[config.mk]
export PLATFORM = sky130hd
export DESIGN_NAME = eu_iqueue
export DESIGN_NICKNAME = d
export VERILOG_FILES = /design/src/rtl/eu_iqueue.sv
export SDC_FILE = /design/constraint.sdc
export NUM_CORES = 1
export LEC_CHECK = 0
export ABC_AREA = 0
export CELL_PAD_IN_SITES_DETAIL_PLACEMENT = 1
export CELL_PAD_IN_SITES_GLOBAL_PLACEMENT = 2
export CORE_UTILIZATION = 39
export DETAILED_ROUTE_END_ITERATION = 6
export GPL_ROUTABILITY_DRIVEN = 0
export PLACE_DENSITY_LB_ADDON = 0.1
export SYNTH_ARGS = -nofsm -noshare
export SYNTH_HDL_FRONTEND = slang
export SYNTH_SLANG_ARGS = --single-unit
[constraint.sdc]
create_clock -name clk -period 3.5 [get_ports clk]
set_clock_uncertainty 0.2 [all_clocks]
set_input_delay 0.7 -clock clk [delete_from_list [all_inputs] [get_ports clk]]
set_output_delay 0.7 -clock clk [all_outputs]
set_load 0.03 [all_outputs]
[src/rtl/eu_iqueue.sv]
// eu_iqueue: per-EU circular instruction FIFO presenting a stable show-ahead head to the EU cache
package eu_iqueue_pkg;
    typedef logic [15:0] type_iqueue_entry;
endpackage

module eu_iqueue
    import eu_iqueue_pkg::*;
#(
    parameter int DEPTH = 4,
    localparam int CNT_W = $clog2(DEPTH) + 1
) (
    input  logic             clk,
    input  logic             reset,
    input  logic             flush_i,
    input  logic             enq_valid_i,
    output logic             enq_ready_o,
    input  type_iqueue_entry enq_instr_i,
    output logic             curr_valid_o,
    output type_iqueue_entry curr_instr_o,
    input  logic             curr_ack_i,
    output logic [CNT_W-1:0] count_o,
    output logic             empty_o,
    output logic             full_o
);
    localparam int PTR_W = $clog2(DEPTH);

    type_iqueue_entry mem [DEPTH];
    logic [PTR_W-1:0] wr_ptr, rd_ptr;
    logic [CNT_W-1:0] count;
    logic push, pop;

    assign full_o       = count == CNT_W'(DEPTH);
    assign empty_o      = count == '0;
    assign enq_ready_o  = !full_o;
    assign curr_valid_o = !empty_o;
    assign count_o      = count;
    assign push         = enq_valid_i && enq_ready_o;
    assign pop          = curr_ack_i && curr_valid_o;
    // Head is only ever rewritten after it is popped, since wr_ptr != rd_ptr whenever count is 1..DEPTH-1
    assign curr_instr_o = curr_valid_o ? mem[rd_ptr] : '0;

    // Entry storage; flushed or reset cycles write nothing
    always_ff @(posedge clk) begin
        if (push && !flush_i && !reset) mem[wr_ptr] <= enq_instr_i;
    end

    // Pointers and occupancy; reset dominates flush, flush dominates push/pop
    always_ff @(posedge clk) begin
        if (reset || flush_i) begin
            wr_ptr <= '0;
            rd_ptr <= '0;
            count  <= '0;
        end else begin
            if (push) wr_ptr <= wr_ptr + 1'b1;
            if (pop) rd_ptr <= rd_ptr + 1'b1;
            count <= count + CNT_W'(push) - CNT_W'(pop);
        end
    end

    // Occupancy must never exceed DEPTH nor wrap below zero
    always_ff @(posedge clk) begin
        if (!reset) assert (count <= CNT_W'(DEPTH));
    end
endmodule
=== Word-level counts from Yosys, hierarchy flattened ===
Memory sizes are Yosys's and may differ from the RTL's. A register that Yosys moved wholly into a read port is not among the register bits.
Cells that the tools add are included.

* Register bits after elaboration: 7
* Bits in writable memories: 64
* Memories kept: 1
* Output and inout port bits: 23
* Input bits: 21

{| class="wikitable"
|+ Memories
! name !! words !! bits a word !! rd ports !! clocked after memory_dff !! write ports !! RTL line !! source
|-
| mem || 4 || 16 || 1 || 1 || 1 || 27 || <nowiki>type_iqueue_entry mem [DEPTH];</nowiki>
|}

* $add $sub $neg: 4
* Eq/ne operators: 1
* Muxes and demuxes: 5
* Reduce and logical (&&, ||, !) cells: 10

{| class="wikitable"
|+ Operators with widths
! operator !! number
|-
| $mux 16 || 1
|-
| $add 2x1->2 const B || 2
|-
| $logic_and 1x1->1 || 4
|-
| $logic_not 1->1 || 4
|-
| $mux 2 || 2
|-
| $add 3x1->3 || 1
|-
| $eq 3x3->1 const B || 1
|-
| $logic_not 3->1 || 1
|-
| $sub 3x1->3 || 1
|-
| $mux 1 || 2
|-
| $logic_or 1x1->1 || 1
|}

=== Longest topological paths before layout ===
Gate-level depths: netlist (run 1).

* Word-level depth: 7
* Mapped depth: 11
* Depth with buffers taken out: 10

=== Worst setup path before layout (run 1) ===
No wires, ideal clock.

* Path kind: register to register
* From: reg count[2] (netlist: count_o[2])
* To: reg count[2] (netlist: count_o[2])
* Clock period less this slack: 2.732 ns
* Library setup time: 0.117 ns
* Setup slack: 0.768 ns
* Path buffers: 1
* Required time: 3.183 ns
* Cell stages (with the launch flop): 12
* Arrival time: 2.416 ns
* Cell sequence: dfxtp_1 -> or3b_4 -> and2_4 -> buf_6 -> inv_1 -> ha_1 -> inv_1 -> ha_1 -> fa_1 -> xnor2_1 -> xnor2_1 -> nor3_1

* Longest elaborated chain between the ends: 5

{| class="wikitable"
|+ Ends and longest elaborated chain
! element !! RTL line !! source
|-
| start, declared || 29 || <nowiki>logic [CNT_W-1:0] count;</nowiki>
|-
| start signal, assigned || 56 || <nowiki>count <= count + CNT_W'(push) - CNT_W'(pop);</nowiki>
|-
| $eq 3x3->1 || 32 || <nowiki>assign full_o = count == CNT_W'(DEPTH);</nowiki>
|-
| $logic_not 1->1 || 34 || <nowiki>assign enq_ready_o = !full_o;</nowiki>
|-
| net enq_ready_o || 16 || <nowiki>output logic enq_ready_o,</nowiki>
|-
| $logic_and 1x1->1 || 37 || <nowiki>assign push = enq_valid_i && enq_ready_o;</nowiki>
|-
| $add 3x1->3 || 56 ||
|-
| $sub 3x1->3 || 56 ||
|}

The timed path passes the listed nets, and every way through them passes these cells.
A chain may end at the register's enable or synchronous reset.

==> results.md, run 1 <==
- Status: finished, final reports clean
- Synth-to-Final Area Change: 23.70%
- Post-layout util: roughly 50%
- Fmax: 0.3175 GHz
- Crit-path cells: buf_4, mux4_2, nor2b_1, clkdlybuf4s50_1
- CP max FO: 16
- Top post-synthesis cells by area: edfxtp_1 (66%), mux4_2 (12%), dfxtp_1 (6.2%)
- Post-CTS Setup Inserts: 0
- CTS tree: built
- Syn Nets: 183
- Synth Instances: 155
- Initial Util: roughly two fifths
- Largest net degree at the start of global routing: 21
- Most frequent cell after synthesis: edfxtp_1
- DRC Markers: 0
- CTS buffer count: 9
- First-pass GRT wire length: between 7 and 8 mm
- Synth top area share: 65.84%
- Period Utilization, post-route: approximately nine tenths
- Mapped cell area: 0.002919 mm2
- Post_cts resized: 0
- I/O pin total: 44
- Vias: 1,490
- Net count, final: 233
- Port Buf Inserts: 43
- GRT Overall Usage: 14.59%
- Worst-Margin Slew: 0.4702 ns
- Antenna diode count: 0
- Worst path max stage delay: 0.60 ns
- DPL Wire Length: 3.266 mm
- CTS H-tree depth: 3
- Syn avg cell area: between 15 and 20 um2
- Final Slew Violations: 0
- CTS Sinks: 73
- Max-cap violations: 0
- Yosys cell types: 26
- Asr flop ratio synth: 0%
- Post-synth EDFFs: 64
- Worst VDD drop: 0.0001682 V
- Worst setup EP type: output pin
- Clock Path Buffers: 2
- Post-CTS Hold Fix Bufs: 0
- Slowest stage cell, crit path: clkdlybuf4s50_1
- WP data required: 2.60 ns
- Detailed Routing Iterations Pass 1: 4
- Die area: roughly 0.0078 mm2
- Top delay family on crit path: buffers and inverters
- YS warnings: 0
- Layout cell share with drive strength beyond 1: 18.57%
- Slew margin rel.: between 60% and 70%
- Number of synthesized register bits: 73
- Iter 0 DRT Violations: 64
- Final hold slack: 0.3029 ns
- Die Wd: 88.52 um
- Unrepaired setup endpoints after global routing: no
- Wire per inst: 16.49 um
- Post-route ant nets: 0
- Seq/Total Area, Yosys: about 70%
- WS Path Type: flop to output pin
- CTS root buffer: clkbuf_8
- Minimum clock period: between 3 and 4 ns
- PD cells: 472.6 mW/mm2
- Hold WC Path Type: flop to flop
- Die H: 88.52 um
- Worst setup SP type: flop
- Top cells by count, synth: edfxtp_1 (64), nor2b_1 (17), mux4_2 (16)
- Initial antenna violation count: 0
- WL final: 5.094 mm
- Final setup viols: 0
- Vias in the first global route: 1,641
- Gr ovfl total: 0
- Top FF cell, synth: edfxtp_1
- Num rows: 31
- Worst path buffer plus inverter count: 2
- Hold Fails Final Rpt: 0
- Lkg Pwr: 1.180 nW
- Skew-Pair Late Insertion Delay: around 0.32 ns
- Yosys top cell by area: edfxtp_1
- Reg2Reg Launch Point: count_o[1]$_SDFF_PP0_
- Clock transition at path regs: 0.06 ns
- Critical hold path startpoint: rd_ptr[0]$_SDFFE_PP0P_
- Core region area: between 0.007 and 0.008 mm2
- Arr. time, crit path: 2.25 ns
- Setup tns final: 0 ns
- Vias/cell: 4.822
-- where the power goes --
group / switching [mW] / total, mW / internal [mW]
clock network: 0.275 / 0.524 / 0.249
logic: 0.117 / 0.216 / 0.0991
registers: 0.00705 / 0.966 / 0.959
-- flip-flops by register name, indices dropped and copies added, names as in the netlist, named ones only --
name / flops
wr_ptr: 2
rd_ptr: 2
count_o: 3
mem: 64
-- placed cells by master, fill, tap and decap left out, drive strengths merged --
| cell | count |
|---|---|
| o311ai | 1 |
| dfxtp | 9 |
| xor2 | 1 |
| fa | 1 |
| clkdlybuf4s50 | 43 |
| or3b | 1 |
| and3 | 4 |
| xnor2 | 2 |
| nand2 | 4 |
| nand4 | 1 |
| nor2 | 1 |
| buf | 4 |
| inv | 8 |
| or4bb | 1 |
| clkinv | 5 |
| and2 | 3 |
| o21ai | 3 |
| nor2b | 17 |
| mux4 | 16 |
| nor3 | 3 |
| ha | 6 |
| mux2i | 1 |
| clkbuf | 11 |
| edfxtp | 64 |
-- path summary, 6_finish.rpt --
check	end	cells past startpoint	slack [ns]
worst max-delay path	curr_instr_o[0]	4	0.35
worst min-delay path	flop	2	0.30
worst max register to register	count_o[2]$_SDFF_PP0_	10	0.94
worst min register to register	flop	2	0.30
-- per-stage QoR --
| stage | cell area, um2 | power, mW | setup slack (ns) | cells |
|---|---|---|---|---|
| 3_5_place_dp | 3457 | 1.206 | 0.5022 | 293 |
| 3_3_place_gp | 3457 | 1.201 | 0.5776 | 293 |
| 4_1_cts | 3611 | 1.725 | 0.2974 | 309 |
| 6_report | 3611 | 1.707 | 0.3502 | 309 |
| 5_1_grt | 3611 | 1.766 | 0.2139 | 309 |
| 2_1_floorplan | 2919 | 1.106 | 0.7677 | 155 |
-- cells by family (layout without fill, tap and decap cells) --
| family | count (synthesis) | after routing | synth area share (%) |
|---|---|---|---|
| AOI/OAI and AO/OA | 4 | 4 | 0.8143 |
| xor gates and xnor gates | 3 | 3 | 0.9003 |
| adders and majority gates | 7 | 7 | 3.258 |
| buffers and inverters | 16 | 71 | 2.786 |
| DFF | 73 | 73 | 72.01 |
| muxes | 17 | 17 | 12.69 |
| and+or+nand+nor | 35 | 35 | 7.544 |
-- worst register-to-register path, cell delays in order, from the launching register on --
cell and delay, ns:
dfxtp_1 0.37, nor3_2 0.20, buf_4 0.28, nor2b_1 0.12, ha_1 0.29, inv_1 0.04
ha_1 0.19, fa_1 0.40, xnor2_1 0.19, xnor2_1 0.13, nor3_1 0.05
-- metal layers --
layer  up-vias  routed length, um  track usage, %
li1        692                  -               -
met1       755               2175           17.27
met2        32               2620           24.41
met3        11                188           3.358
met4         0                110           8.651
met5         -                  0               0
-- cell type report --
type                            count  area, um2
Clock inverter                      5      22.52
Clock buffer                       11      131.4
Multi-Input combinational cell     66      740.7
Tap cell                           99      123.9
Inverter                            8      30.03
Sequential cell                    73       2102
Timing Repair Buffer               47      460.4
Fill cell                         713       3642
(Power assumes the default switching activity.)
==> run 2, diff against run 1 <==
RECOVER_POWER = 100   (was unset)
==> run 2 against run 1 <==
  * Highest routed layer unchanged
  * Non-clock buffer count unchanged
  * First-iteration DRC count decreased by 1.6%
  * Final area decreased by 0.31%
  * Cell count unchanged
  * Register-to-register slack got worse by 0.18 ns
  * Sequential power about the same
  * Sequential share of layout area increased by 0.18 points
  * Largest power group unchanged
  * Die area unchanged
  * Utilization decreased by 0.16 points
  * Flip-flop and latch count unchanged
==> results.md, run 2 (synthesis results as in run 1) <==
- Commonest non-fill, non-tap cell in the layout: edfxtp_1
- Vias in the first global route: 1,641 (unchanged)
- Worst-Margin Slew: 0.9065 ns (+0.4363 ns)
- Gr ovfl total: 0 (unchanged)
- Cell area after layout: 0.003600 mm2 (-0.31%)
- CP max FO: 16 (unchanged)
- Final Slew Violations: 0 (unchanged)
- Critical path depth: 4 (unchanged)
- CTS H-tree depth: 3 (unchanged)
- Worst VDD drop: 0.0001793 V (+6.6%)
- Post-CTS Setup Inserts: 0 (unchanged)
- WL final: 5.068 mm (-0.51%)
- Die H: 88.52 um (unchanged)
- Net count, final: 233 (unchanged)
- CTS root buffer: clkbuf_8
- Placed cell area: 0.003457 mm2 (unchanged)
- Port Buf Inserts: 43 (unchanged)
- Minimum clock period: 3.266 ns (+0.1166 ns)
- Worst path buffer plus inverter count: 2 (unchanged)
- Slew margin rel.: 39.57% (-29 points)
- Num rows: 31 (unchanged)
- Synth-to-Final Area Change: 23.32%
- CTS tree: built
- WS Path Type: flop to output pin
- # fillers: 713 (unchanged)
- Post-CTS Hold Fix Bufs: 0 (unchanged)
- WP data required: 2.60 ns (about the same)
- First-pass GRT wire length: 7.990 mm (unchanged)
- Lkg Pwr: 1.204 nW (+2.0%)
- Iter 0 DRT Violations: 63 (-1.6%)
- Fmax: 0.3061 GHz (-3.6%)
- Most frequent cells in the layout: edfxtp_1 (64), dlygate4sd3_1 (29), nor2b_1 (17)
- I/O pin total: 44 (unchanged)
- Status: finished, final reports clean
- Initial antenna violation count: 0 (unchanged)
- Vias/cell: 4.832 (+0.20%)
- Die Wd: 88.52 um (unchanged)
- Crit-path cells: clkbuf_4, mux4_2, nor2b_1, dlygate4sd3_1
- Antenna diode count: 0 (unchanged)
- Arr. time, crit path: 2.37 ns (+0.12 ns)
- Setup tns final: 0 ns (unchanged)
- GRT Overall Usage: 14.59% (unchanged)
- Skew-Pair Late Insertion Delay: 0.33 ns (about the same)
- Vias: 1,493 (+0.20%)
- Detailed Routing Iterations Pass 1: 4 (unchanged)
- DPL Wire Length: 3.266 mm (unchanged)
- Post-route ant nets: 0 (unchanged)
- PD cells: 470.6 mW/mm2 (-0.43%)
- Slowest stage cell, crit path: dlygate4sd3_1
- Clock Path Buffers: 2 (unchanged)
- Post_cts resized: 0 (unchanged)
- Top delay family on crit path: buffers and inverters
- Wire per inst: 16.40 um (-0.51%)
- Initial Util: 40.24% (unchanged)
- DRC Markers: 0 (unchanged)
- Max-cap violations: 0 (unchanged)
- CTS buffer count: 9 (unchanged)
- CTS Sinks: 73 (unchanged)
- Largest net degree at the start of global routing: 21 (unchanged)
- Worst Hold Path Cells: 2 (unchanged)
- Core region area: 0.007253 mm2 (unchanged)
- Hold WC Path Type: flop to flop
- Worst setup EP type: output pin
- Hold Fails Final Rpt: 0 (unchanged)
- Layout cell share with drive strength beyond 1: 16.19% (-2.4 points)
- Top reg by flops: mem
- R2R cell count: 10 (unchanged)
- Clock transition at path regs: 0.06 ns (about the same)
- Final setup viols: 0 (unchanged)
- Die area: 0.007835 mm2 (unchanged)
- Unrepaired setup endpoints after global routing: no
- Largest register FFs: 64 (unchanged)
- Worst setup SP type: flop
- Period Utilization, post-route: 93.33% (+3.3 points)
- Worst path max stage delay: 0.70 ns (+0.10 ns)
run 2: path summary, 6_finish.rpt:
check                                            start                    end  slack, ns
worst max-delay path                              flop       curr_instr_o[10]       0.23
worst min-delay path            rd_ptr[0]$_SDFFE_PP0P_                   flop       0.30
worst max register to register   count_o[1]$_SDFF_PP0_  count_o[2]$_SDFF_PP0_       0.76
worst min register to register  rd_ptr[0]$_SDFFE_PP0P_                   flop       0.30
run 2: final cells by class:
type / instances / area, um2 / share of cell area (%)
Clock buffer: 11 / 131.4 / 3.650
Clock inverter: 5 / 22.52 / 0.6257
Inverter: 8 / 30.03 / 0.8342
Multi-Input combinational cell: 66 / 735.7 / 20.44
Sequential cell: 73 / 2102 / 58.39
Tap cell: 99 / 123.9 / 3.441
Timing Repair Buffer: 47 / 454.2 / 12.62
run 2: through the flow:
stage / setup slack, ns / hold WS (ns) / power, mW / std cells / util [%]
2_1_floorplan: 0.7677 / 0.2577 / 1.106 / 155 / -
3_3_place_gp: 0.5776 / 0.2770 / 1.201 / 293 / 47.66
3_5_place_dp: 0.5022 / 0.2980 / 1.206 / 293 / 47.66
4_1_cts: 0.2974 / 0.3074 / 1.725 / 309 / 49.78
5_1_grt: 0.1096 / 0.3383 / 1.755 / 309 / 49.63
6_report: 0.2336 / 0.3015 / 1.694 / 309 / 49.63
run 2: power breakdown:
| group | internal (mW) | switching (mW) | leakage (nW) |
|---|---|---|---|
| clock network | 0.249 | 0.274 | 0.0819 |
| logic | 0.0888 | 0.117 | 0.471 |
| registers | 0.959 | 0.00694 | 0.651 |
run 2: worst min-delay path, stage by stage, from the launching register on:
cell and delay (ns):
dfxtp_1 0.32, nand2_1 0.07, o21ai_0 0.06
run 2: layer usage:
metal  share of wire (%)  track usage, %  up-vias
li1                    -               -      694
met1                  43           17.27      756
met2                  51           24.41       32
met3                 3.7           3.358       11
met4                 2.2           8.651        0
met5                   0               0        -
